<file path="src/rtl/mem_port_arb.sv">
`default_nettype none
// ============================================================================
//  Module   : mem_port_arb
//  Purpose  : Two-requester round-robin arbiter and clear sequencer for the
//             single read/write port (port 0) of a 2R/1W memory. After reset,
//             or when clr is sampled in RUN, every word is swept to INIT_VAL
//             before any access is granted. Read data is registered and
//             returned one cycle after the grant.
//  Ports    : clk, rst            clock, asynchronous active-high reset
//             clr, busy           clear-sweep request / sweep in progress
//             rK_valid/we/addr/   requester K request, direction, address,
//             rK_wdata/ready      write data, grant (same-cycle)
//             rK_rvalid/rdata     requester K registered read response
//             m_addr/m_in/m_we    memory port-0 drive
//             m_out               memory port-0 read data (combinational)
//  Revision : 1.0  initial release
// ============================================================================
module mem_port_arb #(
   parameter int               WIDTH    = 32,
   parameter int               WORD     = 1024,
   parameter logic [WIDTH-1:0] INIT_VAL = '0
) (
   input  logic             clk,
   input  logic             rst,
   input  logic             clr,
   output logic             busy,
   input  logic             r0_valid,
   input  logic             r0_we,
   input  logic [31:0]      r0_addr,
   input  logic [WIDTH-1:0] r0_wdata,
   output logic             r0_ready,
   output logic             r0_rvalid,
   output logic [WIDTH-1:0] r0_rdata,
   input  logic             r1_valid,
   input  logic             r1_we,
   input  logic [31:0]      r1_addr,
   input  logic [WIDTH-1:0] r1_wdata,
   output logic             r1_ready,
   output logic             r1_rvalid,
   output logic [WIDTH-1:0] r1_rdata,
   output logic [31:0]      m_addr,
   output logic [WIDTH-1:0] m_in,
   output logic             m_we,
   input  logic [WIDTH-1:0] m_out
);

   // Sweep counter width; a one-word memory still needs a 1-bit counter.
   localparam int            AW       = (WORD > 1) ? $clog2(WORD) : 1;
   localparam logic [AW-1:0] CNT_LAST = AW'(WORD - 1);

   typedef enum logic [0:0] {
      CLEAR = 1'b0,
      RUN   = 1'b1
   } state_t;

   state_t        state, state_nxt;
   logic [AW-1:0] cnt, cnt_nxt;
   logic          ptr, ptr_nxt;     // 0: requester 0 preferred on contention
   logic          gnt0, gnt1;

   // ------------------------------------------------------------------------
   // State register: FSM state, sweep counter and round-robin pointer.
   // ------------------------------------------------------------------------
   always_ff @(posedge clk or posedge rst) begin
      if (rst) begin
         state <= CLEAR;
         cnt   <= '0;
         ptr   <= 1'b0;
      end else begin
         state <= state_nxt;
         cnt   <= cnt_nxt;
         ptr   <= ptr_nxt;
      end
   end

   // ------------------------------------------------------------------------
   // Next-state, grant selection and memory port drive.
   // ------------------------------------------------------------------------
   always_comb begin
      state_nxt = state;
      cnt_nxt   = cnt;
      ptr_nxt   = ptr;
      gnt0      = 1'b0;
      gnt1      = 1'b0;
      busy      = 1'b0;
      r0_ready  = 1'b0;
      r1_ready  = 1'b0;
      m_we      = 1'b0;
      m_addr    = '0;
      m_in      = '0;

      case (state)
         CLEAR: begin
            // One word written per cycle; requesters are held off and clr
            // has no effect until the sweep is finished.
            busy   = 1'b1;
            m_we   = 1'b1;
            m_addr = 32'(cnt);
            m_in   = INIT_VAL;
            if (cnt == CNT_LAST) begin
               state_nxt = RUN;
               cnt_nxt   = '0;
            end else begin
               cnt_nxt = cnt + AW'(1);
            end
         end

         RUN: begin
            if (clr) begin
               // A clear request suppresses all grants this cycle and keeps
               // the pointer so fairness resumes where it left off.
               state_nxt = CLEAR;
               cnt_nxt   = '0;
            end else begin
               gnt0 = r0_valid && (!r1_valid || !ptr);
               gnt1 = r1_valid && (!r0_valid ||  ptr);
               if (gnt0) begin
                  r0_ready = 1'b1;
                  m_addr   = r0_addr;
                  m_we     = r0_we;
                  m_in     = r0_wdata;
                  ptr_nxt  = 1'b1;
               end else if (gnt1) begin
                  r1_ready = 1'b1;
                  m_addr   = r1_addr;
                  m_we     = r1_we;
                  m_in     = r1_wdata;
                  ptr_nxt  = 1'b0;
               end
            end
         end

         default: begin
            state_nxt = CLEAR;
            cnt_nxt   = '0;
         end
      endcase
   end

   // ------------------------------------------------------------------------
   // Read responses: m_out is captured at the grant edge, so a read granted
   // right after a write to the same word sees the freshly written data.
   // rdata holds its value between responses.
   // ------------------------------------------------------------------------
   always_ff @(posedge clk or posedge rst) begin
      if (rst) begin
         r0_rvalid <= 1'b0;
         r0_rdata  <= '0;
         r1_rvalid <= 1'b0;
         r1_rdata  <= '0;
      end else begin
         r0_rvalid <= gnt0 && !r0_we;
         r1_rvalid <= gnt1 && !r1_we;
         if (gnt0 && !r0_we) begin
            r0_rdata <= m_out;
         end
         if (gnt1 && !r1_we) begin
            r1_rdata <= m_out;
         end
      end
   end

endmodule
`default_nettype wire

</file>
<file path="config.mk">
export PLATFORM = sky130hd
export DESIGN_NAME = mem_port_arb
export DESIGN_NICKNAME = d
export VERILOG_FILES = /design/src/rtl/mem_port_arb.sv
export SDC_FILE = /design/constraint.sdc
export NUM_CORES = 1
export LEC_CHECK = 0
export CAP_MARGIN = 20
export CORE_ASPECT_RATIO = 0.6
export CORE_MARGIN = 8
export CORE_UTILIZATION = 37
export DETAILED_ROUTE_END_ITERATION = 8
export GPL_TIMING_DRIVEN = 0
export PLACE_DENSITY = 0.91
export SLEW_MARGIN = 40
export SYNTH_ARGS = -nofsm -noshare
export SYNTH_HDL_FRONTEND = slang
export SYNTH_SLANG_ARGS = --single-unit
</file>
<file path="constraint.sdc">
create_clock -name clk -period 3.41 [get_ports clk]
set_input_delay 0.341 -clock clk [delete_from_list [all_inputs] [get_ports clk]]
set_output_delay 0.341 -clock clk [all_outputs]
set_load 0.05 [all_outputs]
</file>
After elaboration in Yosys (flattened, before gate mapping)
Cells that the tools add are included.
Word-level totals
  bits in registers: 78
  input bits: 167
  output and inout port bits: 134
Cells by class
  add/sub/neg operators: 1
  equality and inequality tests: 2
  mux-type cells: 32
  bitwise logic cells: 2
  reduce and logical (&&, ||, !) cells: 13
Operators by type and width (number)
  two-way mux 32 bit: 6
  case mux 32 bit (2 select lines): 2
  two-way mux 10 bit: 2
  case mux 10 bit (2 select lines): 1
  two-way mux 1 bit: 19
  adder 10 x 1 -> 10 bit, second input constant: 1
  equality test 10 bit, second input constant: 1
  logical NOT 1 bit: 5
  logical AND 1 bit: 4
  case mux 1 bit (2 select lines): 2
  AND reduction 3 bit: 1
  logical OR 1 bit: 2
  != test 2 bit, second input constant: 1
  inverter 1 bit: 2
  nonzero test 2 bit: 1

Longest topological paths before layout
Gate-level depths: netlist (run 1).
  depth in word-level cells: 7
  mapped depth: 7

Worst setup path after synthesis (run 1)
No wires, ideal clock.
  kind: register to output
  start: register state
  end: output m_addr[9]
  data arrival time: 1.969 ns
  required time: 3.069 ns
  setup slack: 1.100 ns
  cell stages (with the launch flop): 7
  path buffers: 2
  cells stage by stage: dfrtp_1 -> nor2b_2 -> and3_1 -> buf_2 -> clkbuf_1 -> a22oi_1 -> nand2_1
On the way
  longest elaborated chain between the ends: 2
Ends and longest elaborated chain
  start: declaration: RTL line 56  | state_t state, state_nxt;
  start signal: assignment: RTL line 70  | state <= state_nxt;
  inverter 1 bit
  case mux 32 bit (2 select lines) (*): RTL line 92  | case (state)
  end: declaration: RTL line 41  | output logic [31:0] m_addr,
Every way passes the cells marked *; elsewhere a longest branch is shown, timed or not.

Worst setup path after layout (run 1)
  start: input clr
  end: output m_addr[8]
On the way
  longest elaborated chain between the ends: 2
Ends and longest elaborated chain
  start: declaration: RTL line 25  | input logic clr,
  two-way mux 32 bit: RTL line 109  | if (clr) begin
  case mux 32 bit (2 select lines): RTL line 92
No other way between the ends.

==> results of run 1 <==
-- state kept, by name, summed over array words and instances (netlist names) --
signal     count
cnt           10
ptr            1
r0_rdata      32
r0_rvalid      1
r1_rdata      32
r1_rvalid      1
state          1
-- kinds of logic (layout without fill, tap and decap cells) --
family / count (synthesis) / after routing / share of synthesized area, %
flops: 78 / 78 / 47.81
buf+inv: 40 / 356 / 5.700
compound gates: 95 / 95 / 18.02
fa+ha+maj: 1 / 1 / 0.3064
mux: 65 / 65 / 23.26
simple gates: 28 / 28 / 4.474
xor+xnor: 2 / 2 / 0.4291
-- layout make-up --
| type | count | area share (%) |
|---|---|---|
| plain buffers | 27 | 2.429 |
| clock buffers | 10 | 3.023 |
| clock inverters | 5 | 0.7930 |
| inverters | 13 | 0.7104 |
| multi-input cells | 191 | 25.06 |
| flip-flops and latches | 78 | 25.77 |
| well taps | 139 | 2.296 |
| repair buffers | 301 | 39.91 |
-- routing by layer --
metal / GRT usage, % / routed length (µm) / vias to the layer above
met2: 38.38 / 8555 / 153
li1: - / - / 1782
met5: 0 / 0 / -
met3: 6.326 / 1288 / 10
met4: 3.598 / 119 / 0
met1: 26.46 / 6546 / 1908
-- per-stage QoR --
| stage | cell area (µm²) | total power (W) | utilization [%] | std cells | TNS [ns] |
|---|---|---|---|---|---|
| 6_report | 7574 | 0.002845 | 70.99 | 764 | 0 |
| 5_1_grt | 7574 | 0.002961 | 70.99 | 764 | 0 |
| 4_1_cts | 7574 | 0.002868 | 70.99 | 764 | 0 |
| 3_5_place_dp | 7284 | 0.001931 | 68.29 | 749 | 0 |
| 3_3_place_gp | 7259 | 0.001901 | 68.05 | 748 | -3.906 |
| 2_1_floorplan | 4083 | 0.001509 | - | 309 | 0 |
-- cells in the mapped netlist (all sizes together) --
| library cell | instances |
|---|---|
| nand4 | 2 |
| nor2 | 1 |
| and2 | 1 |
| mux2 | 65 |
| clkbuf | 7 |
| and4 | 1 |
| and3 | 2 |
| o311ai | 1 |
| buf | 20 |
| or3 | 2 |
| dfrtp | 78 |
| nor3 | 1 |
| o21bai | 1 |
| ha | 1 |
| nand2b | 1 |
| a21oi | 4 |
| nand3 | 5 |
| o31a | 1 |
| xnor2 | 2 |
| inv | 13 |
| a21boi | 1 |
| o41ai | 1 |
| nand2 | 6 |
| a22o | 56 |
| a32oi | 1 |
| or2 | 1 |
| nor2b | 3 |
| or4 | 2 |
| o21a | 1 |
| a22oi | 10 |
| o211ai | 1 |
| o21ai | 17 |
-- worst max-delay path by stage --
stage                                    endpoint  cells past startpoint
after floorplan                cnt[0]$_DFFE_PP0P_                      1
after global placement    r0_rdata[0]$_DFFE_PP0P_                      2
after detailed placement               m_addr[13]                      8
after CTS                              m_addr[15]                      8
after global routing                   m_addr[15]                      8
final                                   m_addr[8]                      8
-- worst register-to-register path, stage by stage (launching register included) --
cell and delay, ns:
dfrtp_1 0.41, ha_1 0.27, nand4_1 0.30, o31a_1 0.43, mux2_2 0.29
-- where the power goes --
group,total [W],switching (W),leakage (nW),internal [W]
logic,0.000844,0.000448,2.01,0.000396
clock network,0.000927,0.000362,0.139,0.000565
registers,0.00107,0.0000729,1.05,0.00100
==> impl_results.rst, run 1 <==
.. list-table::
   :header-rows: 1

   * - Metric
     - Value
   * - Die outline width
     - 151.6 µm
   * - Register bit total from synthesis
     - 78
   * - Register area share after synthesis
     - 47.81%
   * - Biggest cell delay along the critical path
     - 0.85 ns
   * - Yosys top cell area share
     - 47.81%
   * - Flip-flop and latch area
     - 0.001952 mm²
   * - # nets final
     - 789
   * - Hold slack
     - 0.3717 ns
   * - Maximum Capacitance Violations
     - 0
   * - Min setup slack post-route
     - 0.1802 ns
   * - Total setup buffers inserted after CTS
     - 0
   * - Slowest-stage cell, CP
     - clkdlybuf4s50_1
   * - Peak Freq
     - 0.3096 GHz
   * - Flop2flop setup slack
     - 1.60 ns
   * - Length in cells of the worst reg-to-reg path
     - 4
   * - Post-Place Setup Slack
     - 0.2226 ns
   * - Number of vias per cell
     - 5.043
   * - Std cell rows
     - 29
   * - Max Slew Vio Count
     - 0
   * - Relative slew slack
     - 60.43%
   * - Vias in the first global route
     - 4,338
   * - Final antenna diode count
     - 0
   * - Number of nets with antenna violations after detailed routing
     - 0
   * - Cts hold-fix bufs
     - 0
   * - Final estimated routing congestion in global placement
     - 0.8663
   * - Maximum clock path buffer count
     - 2
   * - Yosys synthesis warning count
     - 0
   * - Clock period minus final worst setup slack
     - 3.230 ns
   * - Synthesis-to-finish area growth
     - 85.50%
   * - Arrival time of the worst setup path
     - 2.89 ns
   * - Req. time, crit path
     - 3.07 ns
   * - Launching element type of the critical path
     - input pin
   * - Die area
     - 0.01476 mm²
   * - Destination of the worst register-to-register timing path
     - cnt[0]$_DFFE_PP0P_
   * - Setup skew after layout
     - 0.004986 ns
   * - Overall via count from detail_route
     - 3,853
   * - Largest cells by area after synthesis
     - dfrtp_1, mux2_4, a22o_1
   * - Number of distinct library cells after synthesis
     - 36
   * - CP endpoint kind
     - output port
   * - Clock transition at path regs
     - 0.06 ns
   * - Total wirelength of the detailed-routed design
     - 16.51 mm
   * - Clock latency on the worst-skew pair
     - 0.32 ns
   * - Critical path fanouts, max
     - 10
   * - Post-Syn Area per Cell
     - 13.21 µm²
   * - Resized cells post-CTS
     - 0
   * - Outcome
     - complete, no violations
   * - Hold WC Path Type
     - input pin to async pin
   * - Die boundary height
     - 97.37 µm
   * - Wire length of the first global-routing pass
     - 25.43 mm
   * - Pin count of the biggest net entering global routing
     - 43
   * - Biggest area consumer among synthesized cells
     - dfrtp_1
   * - Post-detailed-route DRC marker count
     - 0
   * - CP startpoint
     - clr
   * - Cell family with most CP delay
     - buffers and inverters
   * - Starting density of the core
     - 38.27%
   * - Number of endpoints failing setup at the final stage
     - 0
   * - Worst setup path category
     - input pin to output port
   * - Average detailed-routed wire length per instance
     - 21.61 µm
   * - Area of combinational cells with multiple inputs
     - 0.001898 mm²
   * - Number of fillers in the final layout
     - 728
   * - Leakage power figure
     - 3.196 nW
   * - Root buffer cell
     - clkbuf_16
   * - Most used cell along the critical path
     - clkdlybuf4s50_1
   * - Final hold viol count
     - 0
   * - Placeable core area
     - 0.01067 mm²
   * - Portion of the clock cycle consumed by the worst path in the final layout
     - 94.72%
   * - Setup repair after global routing missed its margin
     - no
   * - Clock buffers created by TritonCTS
     - 9
   * - Worst supply voltage drop on vdd
     - 0.0003269 V
   * - Clock tree from TritonCTS
     - done
   * - Series of cell instances along the critical path
     - clkdlybuf4s50_1 -> nor2b_2 -> and3_1 -> buf_2 -> clkbuf_1 -> a22oi_1 -> o21ai_0 -> clkdlybuf4s50_1
   * - Post-Syn Instances
     - 309
   * - Overall routing resource usage
     - 21.95%
   * - Htree depth
     - 3
   * - Cell area after synthesis
     - 0.004083 mm²
   * - Pre-antenna DRT Iters
     - 4
   * - Violation count after the first detailed-routing iteration
     - 162
   * - Highest-count cells in the layout ignoring fill and taps
     - clkdlybuf4s50_1, dfrtp_1, mux2_4, a22o_1, o21ai_0
   * - Share of post-route cells with drive strength above 1
     - 17.28%
   * - Most common cell after layout, fill and taps aside
     - clkdlybuf4s50_1
   * - Number of sinks on the clock net
     - 78
   * - Buffer and inverter count on the worst path
     - 4
   * - RR Startpoint
     - cnt[1]$_DFFE_PP0P_
   * - Transition time of the tightest slew-check pin
     - 0.5916 ns
   * - Post-Synthesis Net Count
     - 477
   * - Total of buffers placed on input and output ports
     - 300
   * - Power density of the placed cells
     - 375.7 mW/mm²
   * - Aggregate global routing overflow
     - 0
   * - Detailed placement HPWL
     - 13.55 mm
   * - Number of top-level design ports
     - 301
   * - Initial antenna violation count
     - 0
(Power assumes the default switching activity.)
==> run 2: changes to the inputs <==
- HOLD_SLACK_MARGIN: unset -> 0.08
==> results of run 2 <==
The final DEF is identical to that of run 1; final timing and power are the same.
